==> config.mk <==
export PLATFORM = sky130hd
export DESIGN_NAME = ifetch_unit
export DESIGN_NICKNAME = d
export VERILOG_FILES = /design/src/rtl/rv32_pkg.sv /design/src/rtl/ifetch_queue.sv /design/src/rtl/ifetch_unit.sv
export SDC_FILE = /design/constraint.sdc
export NUM_CORES = 1
export LEC_CHECK = 0
export CAP_MARGIN = 10
export CORE_ASPECT_RATIO = 0.6
export CORE_MARGIN = 5
export CORE_UTILIZATION = 57
export CTS_CLUSTER_SIZE = 25
export DETAILED_ROUTE_END_ITERATION = 7
export GPL_TIMING_DRIVEN = 0
export PLACE_DENSITY_LB_ADDON = 0.12
export SKIP_LAST_GASP = 1
export SLEW_MARGIN = 10
export SYNTH_ARGS = -nofsm -noshare
export SYNTH_HDL_FRONTEND = slang
export SYNTH_SLANG_ARGS = --single-unit
==> constraint.sdc <==
create_clock -name clk -period 9.8 [get_ports clk]
set_input_delay 0.98 -clock clk [delete_from_list [all_inputs] [get_ports clk]]
set_output_delay 0.98 -clock clk [all_outputs]
set_load 0.05 [all_outputs]
==> src/rtl/rv32_pkg.sv <==
// Shared RV32I definitions: reserved encodings, reset PC default, fetch-state
// enum and the queue entry layout used by the fetch stage.
package rv32_pkg;

  localparam logic [31:0] NOP_INSTR        = 32'h0000_0013;
  localparam logic [31:0] DEFAULT_RESET_PC = 32'h0000_0000;

  localparam logic [6:0] OPC_LUI      = 7'b0110111;
  localparam logic [6:0] OPC_AUIPC    = 7'b0010111;
  localparam logic [6:0] OPC_JAL      = 7'b1101111;
  localparam logic [6:0] OPC_JALR     = 7'b1100111;
  localparam logic [6:0] OPC_BRANCH   = 7'b1100011;
  localparam logic [6:0] OPC_LOAD     = 7'b0000011;
  localparam logic [6:0] OPC_STORE    = 7'b0100011;
  localparam logic [6:0] OPC_OP_IMM   = 7'b0010011;
  localparam logic [6:0] OPC_OP       = 7'b0110011;
  localparam logic [6:0] OPC_MISC_MEM = 7'b0001111;
  localparam logic [6:0] OPC_SYSTEM   = 7'b1110011;

  typedef enum logic [1:0] {
    BOOT  = 2'd0,
    FETCH = 2'd1,
    DRAIN = 2'd2
  } fetch_state_e;

  typedef struct packed {
    logic [31:0] instr;
    logic [31:0] pc;
  } fetch_entry_t;

  function automatic logic [31:0] word_align(input logic [31:0] addr);
    return {addr[31:2], 2'b00};
  endfunction

endpackage

==> src/rtl/ifetch_queue.sv <==
// In-order instruction queue of {instr, pc}. Flush beats push and pop; a push
// into a full queue is accepted only together with a pop.
module ifetch_queue
  import rv32_pkg::*;
#(
  parameter int          DEPTH    = 2,
  parameter logic [31:0] RESET_PC = DEFAULT_RESET_PC,
  localparam int         PW       = $clog2(DEPTH),
  localparam int         CW       = PW + 1
) (
  input  logic          clk,
  input  logic          rst,
  input  logic          push,
  input  logic          pop,
  input  logic          flush,
  input  fetch_entry_t  wr_entry,
  output fetch_entry_t  head,
  output logic [CW-1:0] count
);

  localparam logic [PW-1:0] PTR_ONE  = PW'(1'b1);
  localparam logic [CW-1:0] CNT_ONE  = CW'(1'b1);
  localparam logic [CW-1:0] CNT_FULL = CW'(DEPTH);

  fetch_entry_t  mem_r [DEPTH];
  logic [PW-1:0] rd_ptr_r;
  logic [PW-1:0] wr_ptr_r;
  logic [CW-1:0] count_r;
  logic          do_push_s;
  logic          do_pop_s;

  // Qualify push/pop against flush and occupancy
  always_comb begin
    do_push_s = push & ~flush & ((count_r != CNT_FULL) | pop);
    do_pop_s  = pop & ~flush & (count_r != {CW{1'b0}});
  end

  // Storage, pointers and occupancy
  always_ff @(posedge clk) begin
    if (rst) begin
      rd_ptr_r <= {PW{1'b0}};
      wr_ptr_r <= {PW{1'b0}};
      count_r  <= {CW{1'b0}};
      for (int i = 0; i < DEPTH; i++) begin
        mem_r[i] <= '{instr: NOP_INSTR, pc: RESET_PC};
      end
    end else if (flush) begin
      rd_ptr_r <= {PW{1'b0}};
      wr_ptr_r <= {PW{1'b0}};
      count_r  <= {CW{1'b0}};
    end else begin
      if (do_push_s) begin
        mem_r[wr_ptr_r] <= wr_entry;
        wr_ptr_r        <= wr_ptr_r + PTR_ONE;
      end
      if (do_pop_s) begin
        rd_ptr_r <= rd_ptr_r + PTR_ONE;
      end
      case ({do_push_s, do_pop_s})
        2'b10:   count_r <= count_r + CNT_ONE;
        2'b01:   count_r <= count_r - CNT_ONE;
        default: count_r <= count_r;
      endcase
    end
  end

  assign head  = mem_r[rd_ptr_r];
  assign count = count_r;

endmodule

==> src/rtl/ifetch_unit.sv <==
// RV32I fetch stage: PC and credit accounting, in-order response capture and
// branch redirect with discard of stale in-flight responses.
module ifetch_unit
  import rv32_pkg::*;
#(
  parameter logic [31:0] RESET_PC = DEFAULT_RESET_PC,
  parameter int          DEPTH    = 2
) (
  input  logic        clk,
  input  logic        rst,
  output logic        imem_req_valid,
  output logic [31:0] imem_req_addr,
  input  logic        imem_req_ready,
  input  logic        imem_rsp_valid,
  input  logic [31:0] imem_rsp_data,
  output logic [31:0] instr,
  output logic [31:0] instr_pc,
  output logic        instr_valid,
  input  logic        instr_ready,
  input  logic        br_taken,
  input  logic [31:0] br_target
);

  localparam int          CW      = $clog2(DEPTH) + 1;
  localparam logic [CW-1:0] C_ZERO  = CW'(1'b0);
  localparam logic [CW-1:0] C_ONE   = CW'(1'b1);
  localparam logic [CW-1:0] C_DEPTH = CW'(DEPTH);
  localparam logic [31:0] PC_STEP = 32'd4;

  fetch_state_e  state_r, state_s;
  logic [31:0]   fetch_pc_r, rsp_pc_r;
  logic [CW-1:0] outstanding_r, drop_r, out_after_s, count_s;
  logic          req_fire_s, consume_s, redirect_s, rsp_take_s, drain_rsp_s, credit_s;
  fetch_entry_t  head_s, wr_entry_s;

  // Event decode; a request accepted in the redirect cycle counts as stale
  always_comb begin
    credit_s    = ({1'b0, outstanding_r} + {1'b0, count_s}) < {1'b0, C_DEPTH};
    req_fire_s  = imem_req_valid & imem_req_ready;
    consume_s   = instr_valid & instr_ready;
    redirect_s  = consume_s & br_taken & (state_r == FETCH);
    rsp_take_s  = imem_rsp_valid & (state_r == FETCH) & (outstanding_r != C_ZERO);
    drain_rsp_s = imem_rsp_valid & (state_r == DRAIN) & (drop_r != C_ZERO);
    wr_entry_s  = '{instr: imem_rsp_data, pc: rsp_pc_r};
    case ({req_fire_s, rsp_take_s})
      2'b10:   out_after_s = outstanding_r + C_ONE;
      2'b01:   out_after_s = outstanding_r - C_ONE;
      default: out_after_s = outstanding_r;
    endcase
  end

  // State register
  always_ff @(posedge clk) begin
    if (rst) begin
      state_r <= BOOT;
    end else begin
      state_r <= state_s;
    end
  end

  // Next-state logic
  always_comb begin
    state_s = state_r;
    case (state_r)
      BOOT:  state_s = FETCH;
      FETCH: begin
        if (redirect_s && (out_after_s != C_ZERO)) begin
          state_s = DRAIN;
        end else begin
          state_s = FETCH;
        end
      end
      DRAIN: begin
        if (drain_rsp_s && (drop_r == C_ONE)) begin
          state_s = FETCH;
        end else begin
          state_s = DRAIN;
        end
      end
      default: state_s = BOOT;
    endcase
  end

  // Outputs; instr is forced to NOP whenever the head is empty
  always_comb begin
    imem_req_valid = (state_r == FETCH) & credit_s;
    imem_req_addr  = fetch_pc_r;
    instr_valid    = (count_s != C_ZERO);
    instr_pc       = head_s.pc;
    if (instr_valid) begin
      instr = head_s.instr;
    end else begin
      instr = NOP_INSTR;
    end
  end

  // PC counters and in-flight accounting
  always_ff @(posedge clk) begin
    if (rst) begin
      fetch_pc_r    <= RESET_PC;
      rsp_pc_r      <= RESET_PC;
      outstanding_r <= C_ZERO;
      drop_r        <= C_ZERO;
    end else if (redirect_s) begin
      fetch_pc_r    <= word_align(br_target);
      rsp_pc_r      <= word_align(br_target);
      outstanding_r <= C_ZERO;
      drop_r        <= out_after_s;
    end else begin
      if (req_fire_s) begin
        fetch_pc_r <= fetch_pc_r + PC_STEP;
      end
      if (rsp_take_s) begin
        rsp_pc_r <= rsp_pc_r + PC_STEP;
      end
      outstanding_r <= out_after_s;
      if (drain_rsp_s) begin
        drop_r <= drop_r - C_ONE;
      end
    end
  end

  ifetch_queue #(
    .DEPTH    (DEPTH),
    .RESET_PC (RESET_PC)
  ) u_queue (
    .clk      (clk),
    .rst      (rst),
    .push     (rsp_take_s & ~redirect_s),
    .pop      (consume_s),
    .flush    (redirect_s),
    .wr_entry (wr_entry_s),
    .head     (head_s),
    .count    (count_s)
  );

endmodule
# ---- Word-level counts from Yosys, hierarchy flattened
# Memory sizes are Yosys's and may differ from the RTL's. A register that Yosys moved wholly into a read port is not among the register bits.
# Cells that the tools add are included.
dict set report totals {
  reg_bits 74
  ram_bits 128
  in_bits 70
  out_inout_bits 98
  elab_cells 82
  mem_count 1
}
dict set report classes {
  n_addsub 10
  magnitude_cmp 1
  n_eq_ne 8
  muxes 23
  n_bitwise 16
  n_reduce_logical 13
}
# memory depth width rd rd_clocked_by_memory_dff wr line_no
set mem_list {}
lappend mem_list {u_queue.mem_r 2 64 1 1 2 ifetch_queue.sv:25} ;# fetch_entry_t mem_r [DEPTH];
# cell count
set ops {}
lappend ops {{$mux W32} 5}
lappend ops {{$add A32 B3 Y32 const B} 2}
lappend ops {{$mux W64} 1}
lappend ops {{$reduce_or A64 Y1} 1}
lappend ops {{$reduce_bool A2 Y1} 8}
lappend ops {{$and A1 B1 Y1} 14}
lappend ops {{$mux W1} 10}
lappend ops {{$eq A2 B1 Y1 const B} 4}
lappend ops {{$mux W2} 4}
lappend ops {{$pmux W2 S2} 2}
lappend ops {{$eq A2 B2 Y1 const B} 3}
lappend ops {{$pmux W2 S3} 1}
lappend ops {{$sub A2 B1 Y2 const B} 3}
lappend ops {{$add A2 B1 Y2 const B} 2}
lappend ops {{$add A2 B2 Y3} 1}
lappend ops {{$lt A3 B2 Y1 const B} 1}
lappend ops {{$add A1 B1 Y1 const B} 2}
lappend ops {{$logic_and A1 B1 Y1} 2}
lappend ops {{$logic_not A2 Y1} 1}
lappend ops {{$ne A2 B2 Y1 const B} 1}
lappend ops {{$reduce_or A2 Y1} 1}
lappend ops {{$not A1 Y1} 1}
lappend ops {{$or A1 B1 Y1} 1}

# ---- Depth between registers and ports, before layout
dict set report depth {
  ltp_word 14
  depth_mapped 14
  ltp_nobuf 11
}

# ---- Hierarchy
# From an unflattened synthesis, not the netlist that was laid out.
dict set report hier_totals {
  cells_unflattened 953
  hier_area_um2 10047.1
}
# mod instances cells_each area_each_um2 seq_area_each_um2
set by_module_without_submodules {}
lappend by_module_without_submodules {ifetch_queue 1 437 5828.1 3943.8}
lappend by_module_without_submodules {ifetch_unit 1 516 4219.0 1321.3}

# ---- Worst setup path after synthesis
# No wires, ideal clock.
dict set report synth_path {
  kind {input -> register}
  from {input port imem_rsp_valid}
  to {memory u_queue.mem_r[0][10] in the netlist's numbering (enable)}
  setup_ps 568
  arrival_ps 5938
  required_ps 9232
  path_slack_ps 3294
  stages 4
  path_buffers 1
  cell_sequence {o21a_1 o311ai_0 clkbuf_1 o21ai_0}
}
# item line_no
set synth_rtl {}
lappend synth_rtl {{from (decl)} ifetch_unit.sv:14} ;# input logic imem_rsp_valid,
lappend synth_rtl {{to (decl)} ifetch_queue.sv:25}

# ---- Worst setup path in the final report
dict set report layout_path {
  from {register u_queue.count_r[0], in the netlist u_queue.count[0]}
  to {output port imem_req_valid}
}
dict set report layout_via {
  elab_chain_cells 3
}
# item line_no
set layout_rtl {}
lappend layout_rtl {{from (decl)} ifetch_queue.sv:28} ;# logic [CW-1:0] count_r;
lappend layout_rtl {{from (signal assigned)} ifetch_queue.sv:43} ;# count_r <= {CW{1'b0}};
lappend layout_rtl {{from (signal assigned)} ifetch_queue.sv:50} ;# count_r <= {CW{1'b0}};
lappend layout_rtl {{from (signal assigned)} ifetch_queue.sv:60} ;# 2'b10: count_r <= count_r + CNT_ONE;
lappend layout_rtl {{$add A2 B2 Y3} ifetch_unit.sv:38} ;# credit_s = ({1'b0, outstanding_r} + {1'b0, count_s}) < {1'b0, C_DEPTH};
lappend layout_rtl {{$lt A3 B2 Y1} ifetch_unit.sv:38}
lappend layout_rtl {{$and A1 B1 Y1} ifetch_unit.sv:86} ;# imem_req_valid = (state_r == FETCH) & credit_s;
lappend layout_rtl {{to (decl)} ifetch_unit.sv:11} ;# output logic imem_req_valid,
# No other way between the ends.

==> metrics.yaml <==
hp-class: "reg2reg"
status: "finished, final reports clean"
synth_cell_types: 56
grt_use_met3_pct: 8.08
slew_viol_final: 0
endpoint_kind: "primary output"
crit_fanout: 10
ctsHoldBuffers: 0
final_net_count: 1128
seqPwrFrac_pct: 43.9
p_int_w: 0.00145
fin_ws_ns: 5.30
grt_max_degree: 25
netlist_area_mm2: 0.00945
cts_buffer_depth: 2
post-route-period-util_pct: 45.9
cap_violations: 0
regArea_mm2: 0.00514
grt_pass1_vias: 7306
async_flop_share_pct: 0
ys_warn_count: 0
busiest_layer: "met1"
worst_pin_slew_ns: 1.11
ios: 168
slew_headroom_pct: 25.4
skew_ns: 0.0169
dp_hpwl_um: 18700
synth_seq_cells: 195
final_common_cell: "clkdlybuf4s50_1"
instances_no_fill: 1291
route.vias.total: 7710
cts_sinks: 195
initial_core_util_pct: 58.1
rsz0062_at_grt: "no"
total_leakage_power_nw: 4.08
first_iter_violations: 793
die_y_um: 110
fmax_ghz: 0.222
layout_common_cells: "161 x clkdlybuf4s50_1, 124 x and2_1, 124 x edfxtp_1"
core_area_mm2: 0.0163
gr-total-overflow: 0
tns_ns: 0
holdWs_ns: 0.510
track_usage_pct: 27.1
cts_inserted_buffers: 17
drtAntennaViolNets: 0
power_density_mw_per_mm2: 180
rows: 36
multi_input_area_mm2: 0.00406
combPwrFrac_pct: 24.8
cp.required_ns: 8.82
viasPerCell: 5.97
die_x_um: 176
crit_type: "reg2out"
n_fill_cell: 1160
synth-edff-count: 124
synth_top_area_share_pct: 39.4
ir_drop_v: 0.000123
p_sw_w: 0.000720
gp_congestion: 0.981
arrival_ns: 3.52
cts_max_level: 4
antenna_cells: 0
synthCells: 862
hold_viol: 0
placed_cells: 1259
clock_latency_ns: 0.44
clock_tree.root_cell: "clkbuf_16"
cts_tree: "built"
synth_area_leaders: "edfxtp_1 39%, dfxtp_1 15%, and2_1 8.2%, mux2_2 3.6%, mux2i_1 3.5%"
switching_share_pct: 33.2
antenna_found_initial: 0
synth_top_cell_by_area: "edfxtp_1"
cts.clk_slew.worst_paths_ns: 0.08
setup_viol: 0
met1_usage_pct: 40.3
wire_per_inst_um: 19.8
final_core_util_pct: 74.2
yosysSeqAreaShare_pct: 54.5
drt-pass1-iter-count: 5
port_buffers: 161
synth_ff_type: "edfxtp_1"
min_period_ns: 4.50
gr-usage-met2_pct: 39.4
die_area_mm2: 0.0193
preCtsSetupSlack_ns: 5.69
start_kind: "flop"
grt_pass1_wl_um: 40400
clkPwrFrac_pct: 31.3
drive_gt1_share_pct: 7.53
drcViolationCount: 0
cts-resized-gates: 0
post-cts-setup-buffers: 0
routed_wirelength_um: 25600
syn_to_final_growth_pct: 27.6
postSynthAreaPerCell_um2: 11.0
## power by group through the flow
stage / sequential, W / clock [W] / combinational (W)
2_1_floorplan: 0.000986 / 0 / 0.000326
3_3_place_gp: 0.000976 / 0 / 0.000522
3_5_place_dp: 0.000969 / 0 / 0.000533
4_1_cts: 0.000951 / 0.000683 / 0.000537
5_1_grt: 0.000957 / 0.000724 / 0.000566
6_report: 0.000952 / 0.000679 / 0.000537
## area by class of cell
cell class | count | area share [%]
buffer | 56 | 1.89
clock buffer | 17 | 3.53
clock inverter | 14 | 1.20
multi-input combinational | 600 | 33.6
timing repair buffer | 167 | 14.3
inverter | 14 | 0.436
sequential | 195 | 42.7
tap | 228 | 2.37
## synthesized netlist by cell type (3+ instances only)
| master | number |
|---|---|
| nor3_1 | 18 |
| a211oi_1 | 27 |
| buf_1 | 4 |
| o311a_1 | 4 |
| edfxtp_1 | 124 |
| a221oi_1 | 3 |
| or3_1 | 11 |
| nor4_1 | 21 |
| and3_1 | 15 |
| mux2_2 | 30 |
| mux2i_1 | 33 |
| o31a_1 | 11 |
| o31ai_1 | 16 |
| nand2_1 | 27 |
| clkbuf_1 | 46 |
| ha_1 | 6 |
| dfxtp_1 | 71 |
| nor2b_1 | 4 |
| and2_1 | 124 |
| nor2_1 | 59 |
| nand4_1 | 19 |
| xor2_1 | 5 |
| a21oi_1 | 19 |
| o21ai_0 | 33 |
| and4_1 | 14 |
| o211ai_1 | 3 |
| or4_1 | 8 |
| inv_1 | 14 |
| xnor2_1 | 16 |
| a31oi_1 | 16 |
| buf_4 | 4 |
| a311oi_1 | 7 |
| nand3_1 | 15 |
| nand2b_1 | 7 |
## path summary, 6_finish.rpt
check	from	endpoint	slack, ns	cells after the start
worst min register to register	rsp_pc_r[22]	rsp_pc_r[22]	0.51	2
worst min-delay path	rsp_pc_r[22]	rsp_pc_r[22]	0.51	2
worst max-delay path	u_queue.count[0]	imem_req_valid	5.30	7
worst max register to register	u_queue.count[0]	state_r[1]	5.59	14
## flip-flops by register name, summed over array words and instances (netlist names), 2 cells and up, named ones only
| signal | count |
|---|---|
| u_queue.mem_r | 124 |
| state_r | 2 |
| outstanding_r | 2 |
| imem_req_addr | 30 |
| drop_r | 2 |
| rsp_pc_r | 30 |
| u_queue.count | 2 |
## per-stage QoR
stage               power (W)  cell area [um2]
global placement      0.00150            11400
CTS                   0.00217            12100
finish                0.00217            12100
global route          0.00225            12100
floorplan             0.00131             9460
detailed placement    0.00150            11500
## critical path: stages, from the launching register on
cell and delay (ns):
dfxtp_1 0.32, clkbuf_1 0.28, and2_1 0.19, fa_1 0.41
or4b_4 0.58, clkbuf_1 0.28, inv_1 0.19, clkdlybuf4s50_1 0.82
## routing by layer
metal  share of wire [%]  up-vias
met3                  10       23
met4                 1.2        0
met2                  43      384
met1                  46     3697
li1                    -     3606
met5                   0        -
## cells by family (layout without fill, tap and decap cells)
| family | count (synthesis) | in the layout | synth area share, % |
|---|---|---|---|
| adder cells (fa/ha/maj) | 7 | 7 | 1.01 |
| other | 1 | 4 | 0.0397 |
| multiplexers | 63 | 63 | 7.07 |
| XOR/XNOR | 21 | 21 | 1.95 |
| buffers and inverters | 70 | 268 | 2.97 |
| flip-flops | 195 | 195 | 54.5 |
| AND/OR/NAND/NOR | 353 | 353 | 21.5 |
| AO/OA/AOI/OAI | 152 | 152 | 11.0 |
Power figures use the tool's default switching activity.
